## config.mk

```make
export PLATFORM = sky130hd
export DESIGN_NAME = ram_burst_master
export DESIGN_NICKNAME = d
export VERILOG_FILES = /design/src/rtl/ram_burst_master_pkg.sv /design/src/rtl/ram_burst_master.sv
export SDC_FILE = /design/constraint.sdc
export NUM_CORES = 1
export LEC_CHECK = 0
export CAP_MARGIN = 30
export CORE_UTILIZATION = 41
export CTS_CLUSTER_DIAMETER = 60
export DETAILED_ROUTE_END_ITERATION = 8
export PLACE_DENSITY = 0.77
export SKIP_LAST_GASP = 1
export SLEW_MARGIN = 20
export SYNTH_ARGS = -nofsm -noshare
export SYNTH_HDL_FRONTEND = slang
export SYNTH_SLANG_ARGS = --single-unit
export TNS_END_PERCENT = 50
```

## constraint.sdc

```tcl
create_clock -name clk -period 2.75 [get_ports clk]
set_input_delay 0.55 -clock clk [delete_from_list [all_inputs] [get_ports clk]]
set_output_delay 0.55 -clock clk [all_outputs]
set_load 0.005 [all_outputs]
```

## src/rtl/ram_burst_master_pkg.sv

```systemverilog
// Shared definitions for the RAM burst master: FSM state encoding and default widths.
package ram_burst_master_pkg;

    localparam int DATA_W_DEF = 16;
    localparam int ADDR_W_DEF = 9;

    typedef enum logic [1:0] {
        IDLE,
        WRITE,
        READ,
        DONE
    } state_e;

endpackage

```

## src/rtl/ram_burst_master.sv

```systemverilog
// Burst master for a single-port RAM with combinational read: streams write words into
// consecutive addresses, or fetches consecutive words through a one-word output register.
module ram_burst_master
    import ram_burst_master_pkg::*;
#(
    parameter int DATA_W = DATA_W_DEF,
    parameter int ADDR_W = ADDR_W_DEF
) (
    input  logic              clk,
    input  logic              reset,
    input  logic              cmd_valid,
    output logic              cmd_ready,
    input  logic              cmd_write,
    input  logic [ADDR_W-1:0] cmd_addr,
    input  logic [ADDR_W:0]   cmd_len,
    input  logic              wr_valid,
    output logic              wr_ready,
    input  logic [DATA_W-1:0] wr_data,
    output logic              rd_valid,
    input  logic              rd_ready,
    output logic [DATA_W-1:0] rd_data,
    output logic              done,
    output logic [DATA_W-1:0] mem_in,
    output logic              mem_load,
    output logic [ADDR_W-1:0] mem_address,
    input  logic [DATA_W-1:0] mem_out
);

    localparam logic [ADDR_W:0] MAX_LEN = {1'b1, {ADDR_W{1'b0}}};
    localparam logic [ADDR_W:0] ONE_LEN = {{ADDR_W{1'b0}}, 1'b1};

    state_e              state_q, state_d;
    logic [ADDR_W-1:0]   addr_q, addr_d;
    logic [ADDR_W:0]     count_q, count_d;
    logic                rd_valid_q, rd_valid_d;
    logic [DATA_W-1:0]   rd_data_q, rd_data_d;
    logic [ADDR_W:0]     len_sat;

    always_comb begin
        len_sat     = (cmd_len > MAX_LEN) ? MAX_LEN : cmd_len;
        state_d     = state_q;
        addr_d      = addr_q;
        count_d     = count_q;
        rd_valid_d  = rd_valid_q;
        rd_data_d   = rd_data_q;
        cmd_ready   = 1'b0;
        wr_ready    = 1'b0;
        done        = 1'b0;
        mem_load    = 1'b0;
        mem_in      = '0;
        mem_address = addr_q;

        case (state_q)
            IDLE: begin
                cmd_ready   = 1'b1;
                mem_address = cmd_addr;
                if (cmd_valid) begin
                    addr_d  = cmd_addr;
                    count_d = len_sat;
                    if (len_sat == '0) begin
                        state_d = DONE;
                    end else if (cmd_write) begin
                        state_d = WRITE;
                    end else begin
                        // First word is fetched on the accept edge so rd_valid rises one cycle later
                        rd_data_d  = mem_out;
                        rd_valid_d = 1'b1;
                        addr_d     = cmd_addr + 1'b1;
                        count_d    = len_sat - ONE_LEN;
                        state_d    = READ;
                    end
                end
            end
            WRITE: begin
                wr_ready = 1'b1;
                mem_in   = wr_data;
                mem_load = wr_valid;
                if (wr_valid) begin
                    addr_d  = addr_q + 1'b1;
                    count_d = count_q - ONE_LEN;
                    if (count_q == ONE_LEN) begin
                        state_d = DONE;
                    end
                end
            end
            READ: begin
                if ((!rd_valid_q || rd_ready) && count_q != '0) begin
                    rd_data_d  = mem_out;
                    rd_valid_d = 1'b1;
                    addr_d     = addr_q + 1'b1;
                    count_d    = count_q - ONE_LEN;
                end else if (rd_valid_q && rd_ready) begin
                    rd_valid_d = 1'b0;
                    state_d    = DONE;
                end
            end
            DONE: begin
                done    = 1'b1;
                state_d = IDLE;
            end
            default: state_d = IDLE;
        endcase

        // Reset acts on the combinational outputs too, so an abandoned write never loads the RAM
        if (reset) begin
            cmd_ready   = 1'b1;
            wr_ready    = 1'b0;
            done        = 1'b0;
            mem_load    = 1'b0;
            mem_in      = '0;
            mem_address = '0;
        end
    end

    always_ff @(posedge clk) begin
        if (reset) begin
            state_q    <= IDLE;
            addr_q     <= '0;
            count_q    <= '0;
            rd_valid_q <= 1'b0;
            rd_data_q  <= '0;
        end else begin
            state_q    <= state_d;
            addr_q     <= addr_d;
            count_q    <= count_d;
            rd_valid_q <= rd_valid_d;
            rd_data_q  <= rd_data_d;
        end
    end

    assign rd_valid = rd_valid_q;
    assign rd_data  = rd_data_q;

endmodule

```

==> flow_metrics.py, run 1 <==
metrics = {
    "run_status": {
        "status": "finished, final reports clean",
    },
    "die": {
        "die_w_um": 85.96,
        "num_io_pins": 103,
        "dieHeight_um": 85.96,
        "rows": 30,
        "core-area_sq_um": 6794,
        "initial_utilization_pct": 42.54,
        "die-area_sq_um": 7389,
    },
    "logic_synthesis": {
        "synth_warnings": 0,
        "synth-adder-area-share_pct": 4.329,
        "synth_edf_count": 0,
        "synth_nets": 455,
        "ys_seq_elements": 38,
        "synth_top_family_by_area": "simple AND/OR/NAND/NOR gates",
        "synthCells": 388,
        "syn_avg_cell_area_sq_um": 7.449,
        "synthFlopType": "dfxtp_1",
        "synth_cell_type_count": 62,
        "synth_xor_xnor_area_share_pct": 1.818,
        "async_flop_share_pct": 0,
        "yosys.area_share.simple_pct": 32.34,
        "yosysSeqAreaShare_pct": 26.32,
        "muxShareOfSynthArea_pct": 10.13,
        "synth_compound_area_share_pct": 20.04,
        "syn_area_sq_um": 2890,
    },
    "setup_path": {
        "critPathKind": "in2out",
        "cp_slowest_cell": "clkdlybuf4s50_1",
        "crit_start": "reset",
        "reg2reg_depth": 9,
        "critPathMaxFanout": 18,
        "arrival_ns": 2.04,
        "worst-path-buf-inv": 3,
        "crit_family": "buffers and inverters",
        "max_stage_delay_ns": 0.50,
        "endpoint_kind": "primary output",
        "worstPathCellList": "clkdlybuf4s50_1 -> nor2b_1 -> buf_4 -> and2_1 -> clkdlybuf4s50_1",
        "cp.required_ns": 2.20,
        "r2r_end": "addr_q[6]",
        "cp-start-kind": "input port",
        "worstReg2RegStart": "count_q[0]",
        "crit_path_frequent_cell": "clkdlybuf4s50_1",
        "r2r_slack_ns": 0.32,
    },
    "detailed_routing": {
        "drtIter0Drc": 236,
        "ant_nets": 0,
        "wl_um": 9038,
        "drc": 0,
        "vias": 3354,
        "drt_pass1_iterations": 6,
        "viasPerCell": 5.628,
        "routed_wire_length_per_instance_um": 15.16,
    },
    "power": {
        "pwr-share-seq_pct": 26.0,
        "power_switching_mw": 1.411,
        "power_frac_clock_pct": 17.2,
        "total_power_mw": 3.427,
        "pwr-share-comb_pct": 56.8,
        "swShare_pct": 41.17,
        "ir_drop_uv": 448.4,
        "power.leakage_nw": 1.650,
        "internal_power_mw": 2.016,
        "powerDensity_nw_per_um2": 793.9,
    },
    "placement": {
        "dp_hpwl_um": 6467,
        "place_ws_ns": -0.1273,
        "port-buffer-count": 102,
        "dpl_cell_area_sq_um": 4164,
        "gp_congestion": 0.9307,
        "dp_cells": 587,
    },
    "final_layout": {
        "fin_nets": 566,
        "instances_no_fill": 596,
        "drive_gt1_share_pct": 9.800,
        "design_area_sq_um": 4317,
        "antennaDiodeCount": 0,
        "syn2layout_area_growth_pct": 49.35,
    },
    "sta": {
        "drv_slew": 0,
        "finalCriticalPeriod_ns": 2.589,
        "skew_ns": 0.005293,
        "slew_headroom_pct": 54.24,
        "tightest_slew_ns": 0.6768,
        "finalSetupViolCount": 0,
        "layout_setup_ws_ns": 0.1607,
        "clock.fmax_mhz": 386.2,
        "grt_setup_unrepaired": "no",
        "holdWs_ns": 0.4603,
        "hold_violations": 0,
        "fin_crit_sh_pct": 94.16,
    },
    "grt": {
        "grt_usage_pct": 23.82,
        "grt_pass1_wl_um": 14420,
        "grt_max_degree": 34,
        "grt_pass1_vias": 3102,
        "antenna_found_initial": 0,
        "grt-ovfl-total": 0,
    },
    "job": {
        "cap_violations": 0,
    },
    "clock_network": {
        "clock-sinks": 38,
        "clk_pin_slew_worst_paths_ns": 0.08,
        "root_buffer": "clkbuf_8",
        "cts_tree": "yes",
        "clkLatencyLatePin_ns": 0.30,
        "ctsLongestPathBuffers": 2,
        "cts_buffers": 5,
        "cts_setup_buffers": 0,
        "htreeDepth": 2,
    },
    "hold_path": {
        "hold_end": "rd_data[15]",
        "worstHoldStart": "rd_data[15]",
        "hold_path.class": "reg2reg",
        "min_path_cells": 2,
    },
}
[worst max path at each step]
stage                             end  cells past startpoint
final                       mem_in[5]                      5
after global placement     rd_data[7]                      9
after floorplan           rd_data[10]                     10
after global routing         rd_valid                      9
after detailed placement   rd_data[3]                      9
after CTS                   mem_in[5]                      5
[what timing repair did]
action / CTS / global route
hold buffers: 0 / 0
endpoints found under the hold margin: 0 / 0
setup endpoints to repair: 0 / 7
resized for setup: 0 / 1
[cell usage in the layout, fill, tap and decap left out, drive strengths merged, types with 3 or more instances in the layout]
cell type	Yosys	layout
a21o	4	4
a21oi	20	21
a31oi	9	9
and2	17	17
and3	6	6
buf	5	25
clkbuf	19	5
clkdlybuf4s50	0	102
dfxtp	38	38
ha	10	10
inv	11	11
mux2i	27	27
nand2	61	61
nand2b	3	3
nand3	16	16
nand3b	4	4
nand4	6	6
nor2	31	31
nor2b	6	6
nor3	14	14
nor4	6	6
o2111ai	5	5
o21a	3	3
o21ai	16	16
o22ai	4	4
or3	3	3
xnor2	3	3
xor2	3	3
[registers in the layout, indices dropped and copies added, names as in the netlist]
name and flops:
addr_q 9, state_q 2, rd_data 16, count_q 10, rd_valid 1
[routing by layer]
layer	part of all wire, %	track usage, %
met1	44	31.00
met2	49	40.76
met3	6.4	4.235
met4	1.2	5.758
met5	0	0
[area by class of cell]
cell class	count	area, sq um
clock buffers	5	68.82
flip-flops and latches	38	760.7
fillers	612	2477
inverters	12	45.04
repair buffers	127	1246
multi-input cells	315	2007
well taps	96	120.1
clock inverters	3	68.82
[worst reg2reg max path: stages (launching register included)]
cell and delay [ns]:
dfxtp_1 0.36, inv_1 0.09, ha_1 0.24, or4b_4 0.53, o32ai_2 0.25, buf_4 0.19, a21oi_1 0.07, buf_4 0.22
nand3_1 0.19, o2111ai_1 0.16
[metrics by stage]
| stage | TNS, ns | util, % |
|---|---|---|
| floorplan | 0 | - |
| global placement | -0.8641 | 61.29 |
| detailed placement | -1.651 | 61.29 |
| CTS | 0 | 63.31 |
| global route | 0 | 63.54 |
| finish | 0 | 63.54 |
[kinds of logic (layout without fill, tap and decap cells)]
logic type,Yosys count,in the layout
buf+inv,36,147
flops,38,38
compound gates,84,85
xor+xnor,6,6
fa+ha+maj,10,10
simple gates,185,185
mux,29,29
[power by group through the flow]
| stage | clock network, mW | registers [mW] | logic (mW) |
|---|---|---|---|
| finish | 0.589 | 0.892 | 1.95 |
| global route | 0.610 | 0.917 | 2.14 |
| CTS | 0.591 | 0.888 | 1.91 |
| detailed placement | 0 | 0.898 | 1.90 |
| global placement | 0 | 0.892 | 1.85 |
| floorplan | 0 | 0.858 | 1.19 |
[cells in the mapped netlist, types with 3 or more instances]
master / count / share of area [%]
mux2i_1: 27 / 9.4
o22ai_1: 4 / 0.87
o2111ai_1: 5 / 1.5
clkbuf_1: 19 / 2.5
nand3b_1: 4 / 1.0
nor2_1: 31 / 4.0
nand2_1: 61 / 7.9
nand2b_1: 3 / 0.65
nand4_1: 6 / 1.3
xor2_1: 3 / 0.91
nand3_1: 16 / 2.8
nor4_1: 6 / 1.3
inv_1: 10 / 1.3
ha_1: 10 / 4.3
xnor2_1: 3 / 0.91
nor3_1: 14 / 2.4
nor2b_1: 6 / 1.3
and2_1: 17 / 3.7
a21oi_1: 18 / 3.1
a31oi_1: 8 / 1.7
o21a_1: 3 / 0.78
o21ai_0: 16 / 2.8
or3_1: 3 / 0.65
and3_1: 6 / 1.3
dfxtp_1: 38 / 26
a21o_1: 4 / 1.0
Note: power is estimated with default switching activity, not from simulation.
==> run 2: changes to the inputs <==
CELL_PAD_IN_SITES_DETAIL_PLACEMENT = 0   (was not set)
CELL_PAD_IN_SITES_GLOBAL_PLACEMENT = 1   (was not set)
CORE_UTILIZATION = 29   (was 41)
PLACE_DENSITY = not set   (was 0.77)
PLACE_DENSITY_LB_ADDON = 0.1   (was not set)
==> flow_metrics.py, run 2 (synthesized netlist as in run 1, its figures left out) <==
metrics = {
    "placement": {
        "dpl_cell_area_sq_um": 4263,
        "gp_congestion": 0.8065,
        "dp_cells": 631,
        "port-buffer-count": 102,
        "dp_hpwl_um": 7027,
    },
    "run_status": {
        "status": "finished, final reports clean",
    },
    "detailed_routing": {
        "drc": 0,
        "viasPerCell": 5.138,
        "ant_nets": 0,
        "drt_pass1_iterations": 4,
        "drtIter0Drc": 108,
        "routed_wire_length_per_instance_um": 14.87,
        "wl_um": 9501,
        "vias": 3283,
    },
    "final_layout": {
        "fillerInstances": 1016,
        "final_common_cell": "clkdlybuf4s50_1",
        "instances_no_fill": 639,
        "drive_gt1_share_pct": 10.87,
        "fin_nets": 572,
        "final_cell_mix": "102 x clkdlybuf4s50_1, 61 x nand2_1, 38 x dfxtp_1",
        "antennaDiodeCount": 0,
        "syn2layout_area_growth_pct": 52.34,
        "design_area_sq_um": 4403,
        "final-seq-area_sq_um": 760.7,
        "largest_reg_flops": 16,
        "multi_input_area_sq_um": 1994,
        "final_core_util_pct": 45.25,
    },
    "die": {
        "die-area_sq_um": 10370,
        "num_io_pins": 103,
        "die_w_um": 101.8,
        "core-area_sq_um": 9729,
        "dieHeight_um": 101.8,
        "initial_utilization_pct": 29.71,
        "rows": 36,
    },
    "job": {
        "cap_violations": 0,
    },
    "sta": {
        "grt_setup_unrepaired": "no",
        "finalSetupViolCount": 0,
        "drv_slew": 0,
        "finalCriticalPeriod_ns": 2.572,
        "hold_violations": 0,
        "slew_headroom_pct": 53.89,
        "skew_ns": 0.005390,
        "tightest_slew_ns": 0.6902,
        "fin_crit_sh_pct": 93.53,
        "holdWs_ns": 0.4626,
        "clock.fmax_mhz": 388.8,
    },
    "setup_path": {
        "cp.required_ns": 2.98,
        "arrival_ns": 2.80,
        "max_stage_delay_ns": 0.58,
        "cp_slowest_cell": "a21oi_4",
        "endpoint_kind": "register",
        "critPathKind": "in2reg",
        "cp-start-kind": "input port",
        "critPathMaxFanout": 17,
        "worstPathCellList": "clkdlybuf4s50_1 -> inv_1 -> nand2_1 -> ha_1 -> nor4b_2 -> a31oi_2 -> a31oi_1 -> a21oi_4 -> mux2i_1",
    },
    "clock_network": {
        "root_buffer": "clkbuf_8",
        "cts_buffers": 5,
        "clk_pin_slew_worst_paths_ns": 0.09,
        "cts_tree": "yes",
        "ctsLongestPathBuffers": 2,
        "clock-sinks": 38,
        "clkLatencyLatePin_ns": 0.29,
        "htreeDepth": 2,
    },
    "grt": {
        "grt_pass1_wl_um": 15240,
        "antenna_found_initial": 0,
        "grt_pass1_vias": 3009,
        "grt_max_degree": 34,
        "grt-ovfl-total": 0,
        "grt_usage_pct": 18.51,
    },
    "power": {
        "total_power_mw": 3.451,
        "power.leakage_nw": 1.681,
        "ir_drop_uv": 387.4,
        "powerDensity_nw_per_um2": 783.8,
    },
    "hold_path": {
        "hold_path.class": "reg2reg",
    },
}
-- run 2: cell count changes in the layout (fill, tap and decap cells not counted), sizes merged --
cell,change
buf,+7
a21oi,-1
-- run 2: worst max-delay path, delay by kind of cell --
family	cells	cell delay, ns
fa+ha+maj	1	0.21
buf+inv	2	0.52
simple gates	2	0.26
compound gates	3	0.99
mux	1	0.25
-- run 2: stage by stage --
stage | TNS [ns] | setup WS (ns)
3_3_place_gp | -2.461 | -0.1496
5_1_grt | 0 | 0.02457
4_1_cts | 0 | 0.1561
6_report | 0 | 0.1778
2_1_floorplan | 0 | 0.05056
3_5_place_dp | -2.784 | -0.1800
-- run 2: cell type report --
class / count / area share (%)
Timing Repair Buffer: 134 / 29.50
Clock buffer: 5 / 1.563
Multi-Input combinational cell: 314 / 45.30
Clock inverter: 3 / 1.563
Inverter: 12 / 1.023
Sequential cell: 38 / 17.28
Tap cell: 133 / 3.779
-- run 2: metal layers --
layer,track usage [%],up-vias,wire (um),part of all wire [%]
li1,-,1639,-,-
met1,23.93,1559,4316,45
met2,32.95,83,4729,50
met3,2.531,2,423,4.5
met4,3.626,0,31,0.33
met5,0,-,0,0
-- run 2: report_power, final --
group | internal, mW | switching [mW]
Combinational | 0.972 | 0.995
Clock | 0.364 | 0.229
Sequential | 0.716 | 0.175
Total | 2.05 | 1.40
-- run 2: path summary, 6_finish.rpt --
| check | from | to | slack, ns | cells past startpoint |
|---|---|---|---|---|
| hold reg to reg | rd_data[15] | rd_data[15] | 0.46 | 2 |
| hold / removal | rd_data[15] | rd_data[15] | 0.46 | 2 |
| setup / recovery | cmd_len[9] | rd_data[4] | 0.18 | 9 |
| setup reg to reg | count_q[0] | addr_q[5] | 0.34 | 9 |
-- run 2: what timing repair did --
action / 4_1_cts / 5_1_grt
setup buffers: 0 / 0
setup endpoints to repair: 3 / 0
hold buffers: 0 / 0
gates resized for setup: 1 / 0
==> run 3: changes to the inputs <==
GPL_ROUTABILITY_DRIVEN = 0   (was not set)
==> results of run 3 <==
The final DEF is identical to that of run 2; final timing and power are the same.
==> variant 1 (flow settings as in run 3) <==
Set the package constant `DATA_W_DEF` to 32 (it was 16).
--- a/src/rtl/ram_burst_master_pkg.sv
+++ b/src/rtl/ram_burst_master_pkg.sv
@@ -1,7 +1,7 @@
 // Shared definitions for the RAM burst master: FSM state encoding and default widths.
 package ram_burst_master_pkg;
 
-    localparam int DATA_W_DEF = 16;
+    localparam int DATA_W_DEF = 32;
     localparam int ADDR_W_DEF = 9;
 
     typedef enum logic [1:0] {
Interface: changed (resized mem_in, mem_out, rd_data and wr_data); port bits go from 103 to 167. The function was not compared with the original's and may differ.
==> variant 1 against run 3 <==
Setup slack lost 45 ps. Count of clock-buffer cells in the layout increased by 1. Final area up 29%. Routed wire length up 26%. Core utilization increased by 4.4 points. Critical path depth shrank 3. Synthesized area increased by 19%. Synthesized cell count rose by 18%. Total power rose by 44%. Sequential share of layout area grew 1.7 points. First-iteration DRC count is 37% higher. Sequential cell count rose by 16. Largest cell class unchanged.
==> variant 1: results (changes against run 3) <==
Routing
  – DR vias: 4021 (+22%)
  – Initial DRC count: 148 (+37%)
  – DR WL met2: 5780 µm (+22%)
  – Post-DR wirelength/cell: 15.3 µm (+3.2%)
  – Met1 WL: 5250 µm (+22%)
  – WL met3: 801 µm (+89%)
  – DRT Pass-1 Iters: 4 (unchanged)
  – Highest routed layer: met4

Final layout
  – Max reg flops: 32 (+16)
  – Share of layout cells above drive strength 1: 9.26% (-1.6 points)
  – Diode count: 0 (unchanged)
  – Fin cells: 780 (+22%)
  – Post-layout nets: 735 (+28%)

GRT
  – Vias in the first global route: 3756 (+25%)
  – GR Util met2: 34.0% (+1.0 points)
  – GR Util met3: 3.66% (+1.1 points)
  – Largest net degree at the start of global routing: 70 (+110%)
  – GRT met1 Usage: 23.9% (-0.041 points)
  – Global-route wire length before repair: 19200 µm (+26%)
  – Global Route Usage Sum: 19.1% (+0.63 points)
  – Initial antenna violation count: 0 (unchanged)

Synthesis
  – Post-synthesis compound-gate area fraction: 22.2% (+2.2 points)
  – Async set-or-reset flop fraction in the synthesized netlist: 0% (unchanged)
  – Top cells by count, synth: nand2_1, dfxtp_1, a21oi_1, and2_1, nor2_1
  – Sequential share of the synthesized area: 31.5% (+5.1 points)
  – Multiplexer area fraction after synthesis: 3.53% (-6.6 points)
  – Synth Area in XOR/XNOR: 1.78% (-0.034 points)
  – Top post-synthesis cells by area: dfxtp_1, nand2_1, a21oi_1
  – Yosys warning count: 0 (unchanged)
  – Synthesized area per cell: 7.49 µm² (+0.52%)
  – Post-synthesis adder-cell area fraction: 3.64% (-0.69 points)
  – Syn nets: 558 (+23%)
  – Synth cell types: 60 (-3.2%)

Clocking
  – CTS root buf: clkbuf_16
  – H-Tree Depth: 2 (unchanged)
  – Worst-skew pair later-pin latency: 290 ps (about the same)
  – Clock transition at the registers of the reported paths: 70 ps (-20 ps)
  – Cts bufs inserted: 5 (unchanged)
  – CTS Buffer Depth: 2 (unchanged)

Setup path
  – CP Max Fanout: 33 (+16)
  – Worst EP arrival: 2070 ps (-730 ps)

Status
  – Status: finished, final reports clean

Hold path
  – HP Class: register to register

Placed design
  – Dpl cells: 772 (+22%)
  – Dpl cell area: 5470 µm² (+28%)
  – IO Port Bufs: 166 (+63%)
  – Post-DP HPWL: 8870 µm (+26%)
  – Pre-CTS WS: -143 ps (+37.2 ps)

Pwr
  – Max VDD drop: 0.00104 V (+170%)
  – Pleak: 2.15 nW (+28%)

Timing
  – Final Skew: 6.79 ps (+1.40 ps)
  – Slew headroom: 56.3% (+2.4 points)
[variant 1: cell types whose count changed after synthesis, moves of 9 or more]
cell / delta
nand2_1: +21
buf_2: +9
mux2i_1: -16
dfxtp_1: +16
a21oi_1: +31
and2_1: +19
[variant 1: power by group]
group | total [mW] | internal [mW] | switching [mW]
logic | 2.89 | 1.39 | 1.50
registers | 1.24 | 1.01 | 0.225
clock network | 0.833 | 0.547 | 0.286
[variant 1: cells by family after synthesis]
logic type | after synthesis
AND/OR/NAND/NOR | 218
flip-flops | 54
multiplexers | 12
AO/OA/AOI/OAI | 115
XOR/XNOR | 7
adder cells (fa/ha/maj) | 10
buffers and inverters | 43
[variant 1: cell type report]
class | instances | area [µm²]
inverter | 12 | 45.0
multi-input combinational | 362 | 2200
tap | 143 | 179
timing repair buffer | 201 | 1980
clock inverter | 2 | 60.1
fill | 1100 | 5780
clock buffer | 6 | 139
sequential | 54 | 1080
[variant 1: repair_timing]
| item | CTS | global route |
|---|---|---|
| pin swaps | 0 | 0 |
| endpoints found under the setup margin | 9 | 2 |
| resized for setup | 3 | 3 |
| buffers inserted | 0 | 0 |
| gates cloned | 0 | 0 |
[variant 1: path summary, 6_finish.rpt]
kind              depth (start not counted)  slack (ps)     endpoint        start
setup reg to reg                          6         500   count_q[3]   count_q[0]
hold reg to reg                           2         450  rd_data[10]  rd_data[10]
hold / removal                            2         450  rd_data[10]  rd_data[10]
setup / recovery                          6         130    mem_in[4]   state_q[1]
[variant 1: worst max-delay path, cell delays in order (launching register included)]
cell and delay (ps):
dfxtp_1 340, inv_1 110, ha_2 240, nor2b_4 200, buf_12 160, and2_1 210
clkdlybuf4s50_1 520
==> variant 2 (settings of run 3) <==
Without the edit above. `addr_q` and `rd_data_q` no longer have a reset.
--- a/src/rtl/ram_burst_master.sv
+++ b/src/rtl/ram_burst_master.sv
@@ -115,17 +115,18 @@
     always_ff @(posedge clk) begin
         if (reset) begin
             state_q    <= IDLE;
-            addr_q     <= '0;
             count_q    <= '0;
             rd_valid_q <= 1'b0;
-            rd_data_q  <= '0;
         end else begin
             state_q    <= state_d;
-            addr_q     <= addr_d;
             count_q    <= count_d;
             rd_valid_q <= rd_valid_d;
-            rd_data_q  <= rd_data_d;
         end
+    end
+
+    always_ff @(posedge clk) begin
+        addr_q    <= addr_d;
+        rd_data_q <= rd_data_d;
     end
 
     assign rd_valid = rd_valid_q;
Check against the original RTL: not equivalent (Yosys sat finds a counterexample within 4 cycles, from zero or initial values and one cycle with reset high).
==> variant 2 against run 3 <==
Sequential cell count unchanged. Register-to-register slack improved by 330 ps. Sequential power up 13%. Setup slack improved by 90 ps. Synthesized area down 9.7%. Global-route usage decreased by 3.0 points. Maximum frequency grew 3.6%. Routed wire length is 24% lower. Final area shrank 8.4%. Largest power group unchanged. Hold slack gained 46 ps. Sequential share of layout area grew 7.8 points. Total power shrank 10%.
==> variant 2: results (changes against run 3) <==
Routing
  – Via density: 4.92 (-4.3%)
  – Total wire length: 7200 µm (-24%)
  – Post-DR wirelength/cell: 14.1 µm (-5.4%)
  – Initial DRC count: 64 (-41%)

Synthesis
  – Post-synth EDFFs: 25 (+25)
  – Post-Syn Instances: 285 (-27%)
  – Top cells by count, synth: edfxtp_1, nand2_1, nor2_1, and2_1, a21oi_1
  – Sequential share of the synthesized area: 38.8% (+12 points)
  – Synth cell types: 55 (-11%)
  – Syn nets: 352 (-23%)
  – Top post-synthesis cells by area: edfxtp_1, dfxtp_1, and2_1

Hold path
  – Worst hold path endpoint: count_q[9]
  – Hold wc startpoint: count_q[9]

Status
  – Status: finished, final reports clean

Final layout
  – Share of layout cells above drive strength 1: 10.1% (-0.72 points)
  – Post-layout nets: 470 (-18%)

Setup path
  – Flop2flop setup slack: 670 ps (+330 ps)
  – FF-to-FF End: count_q[3]
  – Critical-path top delay cell: clkdlybuf4s50_1
  – Critical path launch point: state_q[0]
  – CP peak stage delay: 510 ps (-70 ps)
  – CP Max Fanout: 13 (-4)
  – Worst EP arrival: 1930 ps (-870 ps)

GRT
  – Initial antenna violation count: 0 (unchanged)
  – Largest net degree at the start of global routing: 31 (-8.8%)
  – Vias in the first global route: 2398 (-20%)
  – Global-route wire length before repair: 11800 µm (-23%)

Timing
  – Slew headroom: 49.7% (-4.2 points)
  – Final Skew: 3.69 ps (-1.70 ps)

Placed design
  – Dpl cells: 504 (-20%)
  – Post-DP HPWL: 5610 µm (-20%)

Clocking
  – CTS Buffer Depth: 2 (unchanged)
  – CTS root buf: clkbuf_8

Pwr
  – Pleak: 1.52 nW (-9.6%)
  – Max VDD drop: 0.000375 V (-3.1%)
  – P_int: 1.98 mW (-3.3%)
  – Clock net power: 0.573 mW (-3%)
## variant 2: metrics by stage
stage | power, mW | hold slack (ps) | utilization, % | area, µm² | worst slack (ps)
floorplan | 1.87 | 463 | - | 2610 | 273
global placement | 2.54 | 487 | 44.6 | 3890 | 210
detailed placement | 2.54 | 490 | 44.6 | 3890 | 145
CTS | 3.13 | 505 | 46.2 | 4030 | 228
global route | 3.32 | 516 | 46.2 | 4030 | 98.6
finish | 3.10 | 508 | 46.2 | 4030 | 268
## variant 2: worst max path at each step
stage	to
2_1_floorplan	rd_data[0]
3_3_place_gp	count_q[6]
3_5_place_dp	count_q[3]
4_1_cts	mem_address[7]
5_1_grt	mem_load
6_report	mem_address[8]
## variant 2: cells by family (layout without fill, tap and decap cells)
logic type / after synthesis / count (layout) / synth area share (%)
compound gates: 68 / 68 / 17.7
xor+xnor: 17 / 17 / 5.71
fa+ha+maj: 10 / 10 / 4.80
buf+inv: 25 / 144 / 3.98
flops: 38 / 38 / 38.8
mux: 12 / 12 / 4.60
simple gates: 115 / 115 / 24.4
## variant 2: layout make-up
type / instances / area (µm²)
Multi-Input combinational cell: 222 / 1500
Fill cell: 835 / 4690
Tap cell: 108 / 135
Timing Repair Buffer: 123 / 1200
Inverter: 13 / 48.8
Clock buffer: 5 / 68.8
Clock inverter: 3 / 68.8
Sequential cell: 38 / 1010
## variant 2: worst max-delay path, delay by kind of cell (launching register included)
kind / cells / cell delay (ps)
fa+ha+maj: 1 / 430
buf+inv: 2 / 620
flops: 1 / 350
mux: 1 / 130
simple gates: 1 / 100
## variant 2: per-layer routing
metal,global-route usage [%],vias to the layer above,share of wire (%)
li1,-,1275,-
met1,18.6,1154,42
met2,27.3,80,51
met3,3.68,8,5.5
met4,4.59,0,1.4
met5,0,-,0
